<file path="config.mk">
export PLATFORM = sky130hd
export DESIGN_NAME = led_shift_driver
export DESIGN_NICKNAME = d
export VERILOG_FILES = /design/src/rtl/led_drv_pkg.sv /design/src/rtl/led_shift_tick.sv /design/src/rtl/led_shift_driver.sv
export SDC_FILE = /design/constraint.sdc
export NUM_CORES = 1
export LEC_CHECK = 0
export ABC_AREA = 1
export CAP_MARGIN = 20
export CORE_MARGIN = 2
export CORE_UTILIZATION = 38
export DETAILED_ROUTE_END_ITERATION = 12
export PLACE_DENSITY = 0.62
export SLEW_MARGIN = 20
export SYNTH_ARGS = -nofsm -noshare
export SYNTH_HDL_FRONTEND = slang
export SYNTH_SLANG_ARGS = --single-unit
</file>
<file path="constraint.sdc">
create_clock -name clk -period 2.6 [get_ports clk]
set_input_delay 0.65 -clock clk [delete_from_list [all_inputs] [get_ports clk]]
set_output_delay 0.65 -clock clk [all_outputs]
set_load 0.05 [all_outputs]
</file>
<file path="src/rtl/led_drv_pkg.sv">
// Shared types and constants for the LED shift-register driver.
package led_drv_pkg;

  typedef enum logic [1:0] {
    IDLE  = 2'd0,
    SHIFT = 2'd1,
    LATCH = 2'd2
  } state_t;

  localparam int unsigned DEF_WIDTH    = 16;
  localparam int unsigned DEF_DIV      = 2;
  localparam int unsigned FRAME_CYCLES = DEF_WIDTH * 2 * DEF_DIV + DEF_DIV;

  function automatic int unsigned frame_cycles(input int unsigned width, input int unsigned div);
    return width * 2 * div + div;
  endfunction

endpackage

</file>
<file path="src/rtl/led_shift_tick.sv">
// Phase timer: strobes tick on the last cycle of each DIV-cycle phase, held cleared while not running.
module led_shift_tick #(
  parameter int unsigned DIV = 2
) (
  input  logic clk,
  input  logic rst_n,
  input  logic run,
  output logic tick
);

  logic [3:0] div_cnt;

  assign tick = run && (div_cnt == 4'(DIV - 1));

  always_ff @(posedge clk or negedge rst_n) begin
    if (!rst_n) begin
      div_cnt <= '0;
    end else if (!run || tick) begin
      div_cnt <= '0;
    end else begin
      div_cnt <= div_cnt + 4'd1;
    end
  end

endmodule

</file>
<file path="src/rtl/led_shift_driver.sv">
// Serialises the LED vector MSB first onto a 74HC595-style chain, sending only on change
// (plus once after reset); changes arriving mid-frame coalesce into one later frame.
module led_shift_driver
  import led_drv_pkg::*;
#(
  parameter int unsigned WIDTH = DEF_WIDTH,
  parameter int unsigned DIV   = DEF_DIV
) (
  input  logic             clk,
  input  logic             rst_n,
  input  logic [WIDTH-1:0] leds,
  output logic             ser_data,
  output logic             ser_clk,
  output logic             ser_latch,
  output logic             busy
);

  localparam int unsigned CW = $clog2(WIDTH);

  state_t           state;
  logic [WIDTH-1:0] shadow;
  logic [WIDTH-1:0] last_sent;
  logic [CW-1:0]    bit_cnt;
  logic             init_pending;
  logic             tick;

  led_shift_tick #(.DIV(DIV)) u_tick (
    .clk   (clk),
    .rst_n (rst_n),
    .run   (state != IDLE),
    .tick  (tick)
  );

  // ser_clk doubles as the low/high phase flag within each bit window.
  always_ff @(posedge clk or negedge rst_n) begin
    if (!rst_n) begin
      state        <= IDLE;
      shadow       <= '0;
      last_sent    <= '0;
      bit_cnt      <= '0;
      init_pending <= 1'b1;
      ser_data     <= 1'b0;
      ser_clk      <= 1'b0;
      ser_latch    <= 1'b0;
      busy         <= 1'b0;
    end else begin
      case (state)
        IDLE: begin
          if (init_pending || (leds != last_sent)) begin
            shadow       <= leds;
            bit_cnt      <= CW'(WIDTH - 1);
            ser_data     <= leds[WIDTH-1];
            busy         <= 1'b1;
            init_pending <= 1'b0;
            state        <= SHIFT;
          end
        end
        SHIFT: begin
          if (tick) begin
            if (!ser_clk) begin
              ser_clk <= 1'b1;
            end else if (bit_cnt == '0) begin
              ser_clk   <= 1'b0;
              ser_data  <= 1'b0;
              ser_latch <= 1'b1;
              state     <= LATCH;
            end else begin
              ser_clk  <= 1'b0;
              bit_cnt  <= bit_cnt - 1'b1;
              ser_data <= shadow[bit_cnt - 1'b1];
            end
          end
        end
        LATCH: begin
          if (tick) begin
            ser_latch <= 1'b0;
            busy      <= 1'b0;
            last_sent <= shadow;
            state     <= IDLE;
          end
        end
        default: state <= IDLE;
      endcase
    end
  end

endmodule

</file>
### Word-level counts from Yosys, hierarchy flattened

Cells that the tools add are included.

* bits in read-only memories: 0
* bits in registers: 47
* memories kept: 0
* input port bits: 18
* word-level logic and storage cells: 68
* bits in latches: 0
* output and inout bits: 4
* RAM bits: 0

* divide/modulo/power cells: 0
* bitwise operators: 0
* reductions and logical operators: 18
* muxes and demuxes: 27
* add/sub/neg operators: 2
* equality and inequality tests: 10
* $lt $le $gt $ge: 1
* multipliers: 0
* shift-type cells: 0

Operators with widths (number)
* two-way mux 4 bit: 5
* != test 16 bit: 1
* AND reduction 5 bit: 3
* two-way mux 1 bit: 11
* two-way mux 2 bit: 5
* != test 2 bit, second input constant: 4
* case mux 4 bit (2 select lines): 1
* nonzero test 2 bit: 4
* case mux 1 bit (2 select lines): 3
* case mux 2 bit (3 select lines): 1
* AND reduction 2 bit: 3
* less-than comparator 4 x 5 -> 1 bit, second input constant: 1
* adder 4 x 1 -> 4 bit, second input constant: 1
* binary-select mux 1 bit (select 4 bit): 1
* == test 4 x 1 -> 1 bit, second input constant: 1
* zero test 4 bit: 1
* != test 2 x 1 -> 1 bit, second input constant: 2
* AND reduction 4 bit: 1
* subtractor 4 x 1 -> 4 bit, second input constant: 1
* AND reduction 3 bit: 1
* == test 2 x 1 -> 1 bit, second input constant: 1
* == test 2 bit, second input constant: 1
* zero test 2 bit: 1
* logical OR 1 bit: 2
* other kinds (2): 2

### Longest topological paths before layout

* depth in word-level cells: 7
* depth in mapped cells: 11
* depth with buffers taken out: 11

### Modules after synthesis

From an unflattened synthesis, not the netlist that was laid out.

* cell total of the unflattened synthesis: 314
* area, all modules: 2396.0 sq um

By module, submodules not included
* led_shift_driver: seq. area each 1077.3 sq um, area each 2194.6 sq um, cells an instance 292, times used 1
* led_shift_tick: seq. area each 100.1 sq um, area each 201.4 sq um, cells an instance 22, times used 1

### Worst setup path before layout

Ideal clock, no wire load.

* path kind: reg2reg
* start point: reg bit_cnt[0]
* end point: reg state[0]
* arrival: 1477 ps
* setup time: 129 ps
* cell stages (with the launch flop): 9
* buffers on the path: 1
* clock period less this slack: 1605 ps
* required time: 2471 ps
* path slack: 995 ps
* cell sequence: dfrtp_1 -> inv_1 -> buf_2 -> ha_1 -> nand2_1 -> nor2_1 -> nor2_1 -> nor3b_1 -> o21ai_0

* word-level cells in the longest chain between the ends: 3

RTL lines
* start, declared: line led_shift_driver.sv:23 `logic [CW-1:0] bit_cnt;`
* start signal, assigned: line led_shift_driver.sv:51 `bit_cnt <= CW'(WIDTH - 1);`
* start signal, assigned: line led_shift_driver.sv:69 `bit_cnt <= bit_cnt - 1'b1;`
* zero test 4 bit: line led_shift_driver.sv:62 `end else if (bit_cnt == '0) begin`
* != test 2 bit (no line)
* AND reduction 5 bit (no line)
* end signal, assigned: line led_shift_driver.sv:66 `state <= LATCH;`
* end signal, assigned: line led_shift_driver.sv:79 `state <= IDLE;`
* end signal, assigned: line led_shift_driver.sv:82 `default: state <= IDLE;`
* end, declared: line led_shift_driver.sv:20 `state_t state;`

No other way between the ends.
A chain may end at the register's enable or synchronous reset.

### Worst setup path after layout

* start point: reg ser_clk
* end point: out ser_clk

RTL lines
* start, declared: line led_shift_driver.sv:13 `output logic ser_clk,`
* start signal, assigned: line led_shift_driver.sv:43 `ser_clk <= 1'b0;`
* start signal, assigned: line led_shift_driver.sv:61 `ser_clk <= 1'b1;`
* start signal, assigned: line led_shift_driver.sv:63 `ser_clk <= 1'b0;`

No word-level cell between the ends.

==> impl_metrics.ini <==
[status]
status = finished clean

[timing]
final-setup-viol-count = 0
slew_viol_final = 0
worstMarginPinSlew_ns = 0.497
hold_viol = 0
final.setup.worst_slack_ns = 0.380
setup_tns_ns = 0
skew_ns = 0.00699
fin_crit_sh_pct = 85.4
period_needed_ns = 2.22
fmax_mhz = 450
slew_headroom_pct = 66.7
rsz0062_at_grt = false

[floorplanning]
dieHeight_microns = 84.0
coreArea_sq_mm = 0.00628
start_util_pct = 38.8
chipWidth_microns = 84.0
die-area_sq_mm = 0.00706
ios = 22
fp-row-count = 29

[clocking]
cts_buffer_depth = 2
post-cts-setup-buffers = 0
hold_buffers = 0
root_buffer = clkbuf_8
clk_pin_slew_ns = 0.08
numCtsBuffers = 5
h-tree-depth = 2
cts_tree = yes
cts.sinks = 47
insertion_delay_ns = 0.29
post_cts_resized = 0

[global_route]
antenna_found_initial = 0
grt_util_all_layers_pct = 15.2
grt_pass1_wl_mm = 8.75
grt_max_degree = 31
overflow = 0
grt_pass1_vias = 1883

[logic_synthesis]
ys_warn_count = 0
synth_nets = 340
netlist_instances = 319
synthesis.area_sq_mm = 0.00243
ys_async_sr_fraction_pct = 100
synth_ff_type = dfrtp_1
synth.avg_cell_area_sq_um = 7.63
synth_edf_count = 0
synth-seq-cells = 47
ys_seq_area_share_pct = 48.4
ys_types = 27

[setup_path]
r2r_slack_ns = 0.78
path_delay_family = buffers and inverters
ff2ff_path_depth = 7
cp_data_required_time_ns = 1.95
regToRegEndpoint = state[0]
slowest_delay_ns = 0.84
critPathBufInv = 1
arrival_ns = 1.57
path_class = reg -> out
cp_slowest_cell = clkdlybuf4s50_1
reg2reg_from = bit_cnt[0]
cp-end-kind = primary output
crit_chain = clkdlybuf4s50_1
crit_path_start_kind = flop
crit_fanout = 5

[power_and_ir_drop]
p_leak_nw = 1.42
vdd_drop_max_v = 0.000249
pwr_density_cell_mw_per_mm2 = 453

[place]
place_ws_ns = 0.211
numPortBuffers = 21
place_congestion = 0.865
dpl.hpwl_mm = 3.77
dpl_cell_area_sq_mm = 0.00271

[route]
drc = 0
vias_per_cell = 4.60
drt_first_pass_iters = 4
antenna_left = 0
drt_iter0_drc = 113
detail_route.wl_per_cell_microns = 11.8
num_vias = 1938
finalWirelength_mm = 4.96

[layout]
post-route-cell-area_sq_mm = 0.00279
antenna_cells = 0
drive_gt1_share_pct = 7.85
fillers = 635
area_growth_pct = 14.7
nets = 364

[job]
drv_cap = 0

[min_path]
hp-class = in -> async
==> cells in the final DEF (no fill, tap or decap) <==
cell / n
a211oi_4: 1
a21oi_1: 2
a21oi_2: 1
buf_12: 1
buf_2: 1
buf_4: 3
clkbuf_1: 2
clkbuf_8: 5
clkdlybuf4s50_1: 20
clkinv_2: 1
dfrtp_1: 46
dfstp_2: 1
ha_1: 3
inv_1: 36
inv_2: 6
inv_4: 1
nand2_1: 128
nand2_2: 1
nand2_4: 1
nand3_1: 26
nand3_2: 1
nand4_1: 2
nor2_1: 16
nor2_2: 2
nor2_4: 1
nor3b_1: 1
o2111ai_1: 1
o21ai_0: 9
o21ai_1: 17
xnor2_1: 5
xor2_1: 3
==> logic make-up (layout without fill, tap and decap cells) <==
group,after synthesis,count (layout),share of synthesized area [%]
simple gates,179,179,30.5
flops,47,47,48.4
xor+xnor,8,8,2.88
buf+inv,51,76,9.46
fa+ha+maj,3,3,1.54
compound gates,31,31,7.30
==> metrics by stage <==
step	std cells	hold WS, ns	util (%)	power (W)
after floorplan	319	0.354	-	0.000805
after global placement	413	0.439	43.2	0.000865
after detailed placement	413	0.442	43.2	0.000865
after CTS	421	0.239	44.5	0.00129
after global routing	421	0.243	44.5	0.00133
final	421	0.229	44.5	0.00127
==> report_power, final <==
| group | internal (W) | leakage [nW] | switching [W] |
|---|---|---|---|
| combinational | 0.0000436 | 0.794 | 0.0000493 |
| clock | 0.000189 | 0.0422 | 0.000228 |
| sequential | 0.000744 | 0.588 | 0.0000121 |
| total | 0.000977 | 1.42 | 0.000289 |
==> routing by layer <==
| metal | global-route usage (%) | routed length, microns | up-vias |
|---|---|---|---|
| met5 | 0 | 0 | - |
| met3 | 2.27 | 162 | 4 |
| met1 | 22.5 | 2580 | 866 |
| met4 | 4.84 | 55 | 0 |
| met2 | 22.9 | 2160 | 33 |
| li1 | - | - | 1035 |
==> registers in the layout, indices dropped and copies added, names as in the netlist <==
register	count
shadow	16
state	2
init_pending	1
bit_cnt	4
ser_data	1
ser_clk	1
ser_latch	1
last_sent	16
u_tick.div_cnt	4
busy	1
==> worst max-delay path by stage <==
stage | from | to | cells after the start
after detailed placement | leds[15] | shadow[6] | 10
after global routing | ser_clk | ser_clk | 1
after CTS | ser_clk | ser_clk | 1
final | ser_clk | ser_clk | 1
after global placement | leds[15] | shadow[0] | 10
after floorplan | bit_cnt[0] | state[0] | 8
==> cells in the mapped netlist, types with 5 or more instances <==
library cell | instances | area share, %
o21ai_0 | 9 | 1.8
dfrtp_1 | 46 | 47
nand2_1 | 128 | 20
inv_1 | 36 | 5.5
nand3_1 | 26 | 5.3
o21ai_1 | 17 | 3.5
inv_2 | 6 | 0.92
nor2_1 | 16 | 2.5
xnor2_1 | 5 | 1.8
==> cell type report <==
type	count	area (sq um)	share of cell area, %
Clock buffer	7	76.3	2.73
Clock inverter	1	5.00	0.179
Inverter	43	164	5.87
Multi-Input combinational cell	221	1030	36.8
Sequential cell	47	1180	42.1
Tap cell	77	96.3	3.45
Timing Repair Buffer	25	248	8.87
==> worst reg2reg max path, delay by kind of cell, from the launching register on <==
family / cells / cell delay (ns)
compound gates: 1 / 0.12
flops: 1 / 0.52
simple gates: 4 / 0.71
fa+ha+maj: 1 / 0.23
buf+inv: 1 / 0.13
Power figures use the tool's default switching activity.
==> patch (same flow settings) <==
Register the output `ser_latch` once more; this adds one clock of latency there. The other outputs are not delayed to match.
--- a/src/rtl/led_shift_driver.sv
+++ b/src/rtl/led_shift_driver.sv
@@ -16,6 +16,8 @@
 );
 
   localparam int unsigned CW = $clog2(WIDTH);
+
+  logic ser_latch_s0;
 
   state_t           state;
   logic [WIDTH-1:0] shadow;
@@ -41,7 +43,7 @@
       init_pending <= 1'b1;
       ser_data     <= 1'b0;
       ser_clk      <= 1'b0;
-      ser_latch    <= 1'b0;
+      ser_latch_s0 <= 1'b0;
       busy         <= 1'b0;
     end else begin
       case (state)
@@ -62,7 +64,7 @@
             end else if (bit_cnt == '0) begin
               ser_clk   <= 1'b0;
               ser_data  <= 1'b0;
-              ser_latch <= 1'b1;
+              ser_latch_s0 <= 1'b1;
               state     <= LATCH;
             end else begin
               ser_clk  <= 1'b0;
@@ -73,7 +75,7 @@
         end
         LATCH: begin
           if (tick) begin
-            ser_latch <= 1'b0;
+            ser_latch_s0 <= 1'b0;
             busy      <= 1'b0;
             last_sent <= shadow;
             state     <= IDLE;
@@ -84,5 +86,9 @@
     end
   end
 
+  always_ff @(posedge clk) begin
+    ser_latch <= ser_latch_s0;
+  end
+
 endmodule
 
Formal check against the unedited RTL: no difference found for any inputs over 10 cycles, from zero or initial values and one cycle with rst_n low; that may be too few to reach the edited logic, so the function may still have changed.
==> patch against the original RTL <==
Worst setup slack worse by 8.2 ps; sequential power is 2% higher; sequential cell count is 1 higher; final area is 0.94% higher; global-route usage is 0.38 points higher; power is 4.9% higher; synthesized area is 0.82% higher; critical endpoint unchanged; synthesized cell count is 0.31% higher; routed wire length is 0.44% lower; non-clock buffer count is 1 higher.
==> patch: results (changes against the original RTL) <==
Outcome
  – Status: finished clean

Yosys
  – Post-Synth XOR/XNOR Area: 2.85% (-0.023 points)
  – Post-synthesis sequential area ratio: 48.8% (+0.42 points)
  – Mux cell area share after synthesis: 0% (unchanged)
  – Netlist cell types: 28 (+3.7%)
  – Top post-synthesis cells by count: 128 x nand2_1, 46 x dfrtp_1, 36 x inv_1
  – Warnings, synthesis: 0 (unchanged)
  – Syn nets: 341 (+0.29%)
  – Compound-Gate Fraction of Synth Area: 7.24% (-0.060 points)
  – Area contributors post-synth: dfrtp_1 47%, nand2_1 20%, inv_1 5.5%, nand3_1 5.3%, o21ai_1 3.5%

Cells and area
  – Share of layout cells above drive strength 1: 8.67% (+0.82 points)
  – Biggest regs: last_sent (16), shadow (16)
  – Fin nets: 366 (+0.55%)

Drt
  – Via count: 2014 (+3.9%)
  – Avg WL per Cell: 11.7 um (-0.91%)
  – DRT iter0 DRCs: 81 (-28%)

Timing
  – Slew headroom: 67.0% (+0.28 points)
  – Final WS setup: 372 ps (-8.22 ps)
  – Clk_skew: 8.41 ps (+1.42 ps)

Clock network
  – Worst-Skew Late Latency: 310 ps (+20 ps)

Global route
  – Tot GR Track Use: 15.6% (+0.38 points)
  – First-pass GRT wire length: 8.91 mm (+1.8%)

Power and ir drop
  – Leak pwr: 0.00144 uW (+1.0%)
  – Max rail drop VDD: 0.243 mV (-2.5%)
  – Switching part of the total power: 23.5% (+0.70 points)

Placement
  – Post-DP Area: 2730 sq um (+0.55%)
  – Setup Slack @ Placement: 282 ps (+70.6 ps)
  – DP Wirelength: 3.80 mm (+0.92%)

Worst setup path
  – Slowest cell delay on critical path: 830 ps
patch: area by class of cell:
class | count | area, sq um
Clock buffer | 6 | 82.6
Clock inverter | 2 | 10.0
Fill cell | 671 | 3490
Inverter | 43 | 164
Multi-Input combinational cell | 221 | 1030
Sequential cell | 48 | 1200
Tap cell | 77 | 96.3
Timing Repair Buffer | 26 | 243
patch: layer usage:
layer,track usage [%],vias to the layer above,wire length (um)
li1,-,1043,-
met1,20.9,934,2440
met2,25.3,32,2260
met3,2.56,5,140
met4,6.49,0,91
met5,0,-,0
patch: path summary, 6_finish.rpt:
path	startpoint	to	slack, ps
worst max-delay path	ser_clk	ser_clk	370
worst min-delay path	rst_n	last_sent[5]	250
worst max register to register	bit_cnt[0]	state[0]	760
worst min register to register	ser_latch_s0	ser_latch	370
max in group asynchronous	rst_n	bit_cnt[0]	1760
min in group clk	ser_latch_s0	ser_latch	370
patch: cells by family (layout without fill, tap and decap cells):
kind of cell | count (synthesis) | count (layout)
xor gates and xnor gates | 8 | 8
AOI/OAI and AO/OA | 31 | 31
DFF | 48 | 48
adders and majority gates | 3 | 3
and+or+nand+nor | 179 | 179
buffers and inverters | 51 | 77
patch: through the flow:
stage | util (%) | instances | hold WS (ps) | total power, uW
after global routing | 44.7 | 423 | 264 | 1390
after global placement | 43.2 | 415 | 355 | 881
after detailed placement | 43.2 | 415 | 354 | 882
after floorplan | - | 320 | 347 | 821
final | 44.7 | 423 | 248 | 1330
after CTS | 44.7 | 423 | 253 | 1350
patch: power groups by stage:
stage / clock network, uW / logic (uW) / registers [uW]
finish: 463 / 93.5 / 771
global route: 511 / 107 / 774
CTS: 479 / 95.5 / 772
detailed placement: 0 / 95.2 / 786
global placement: 0 / 94.5 / 787
floorplan: 0 / 36.2 / 785
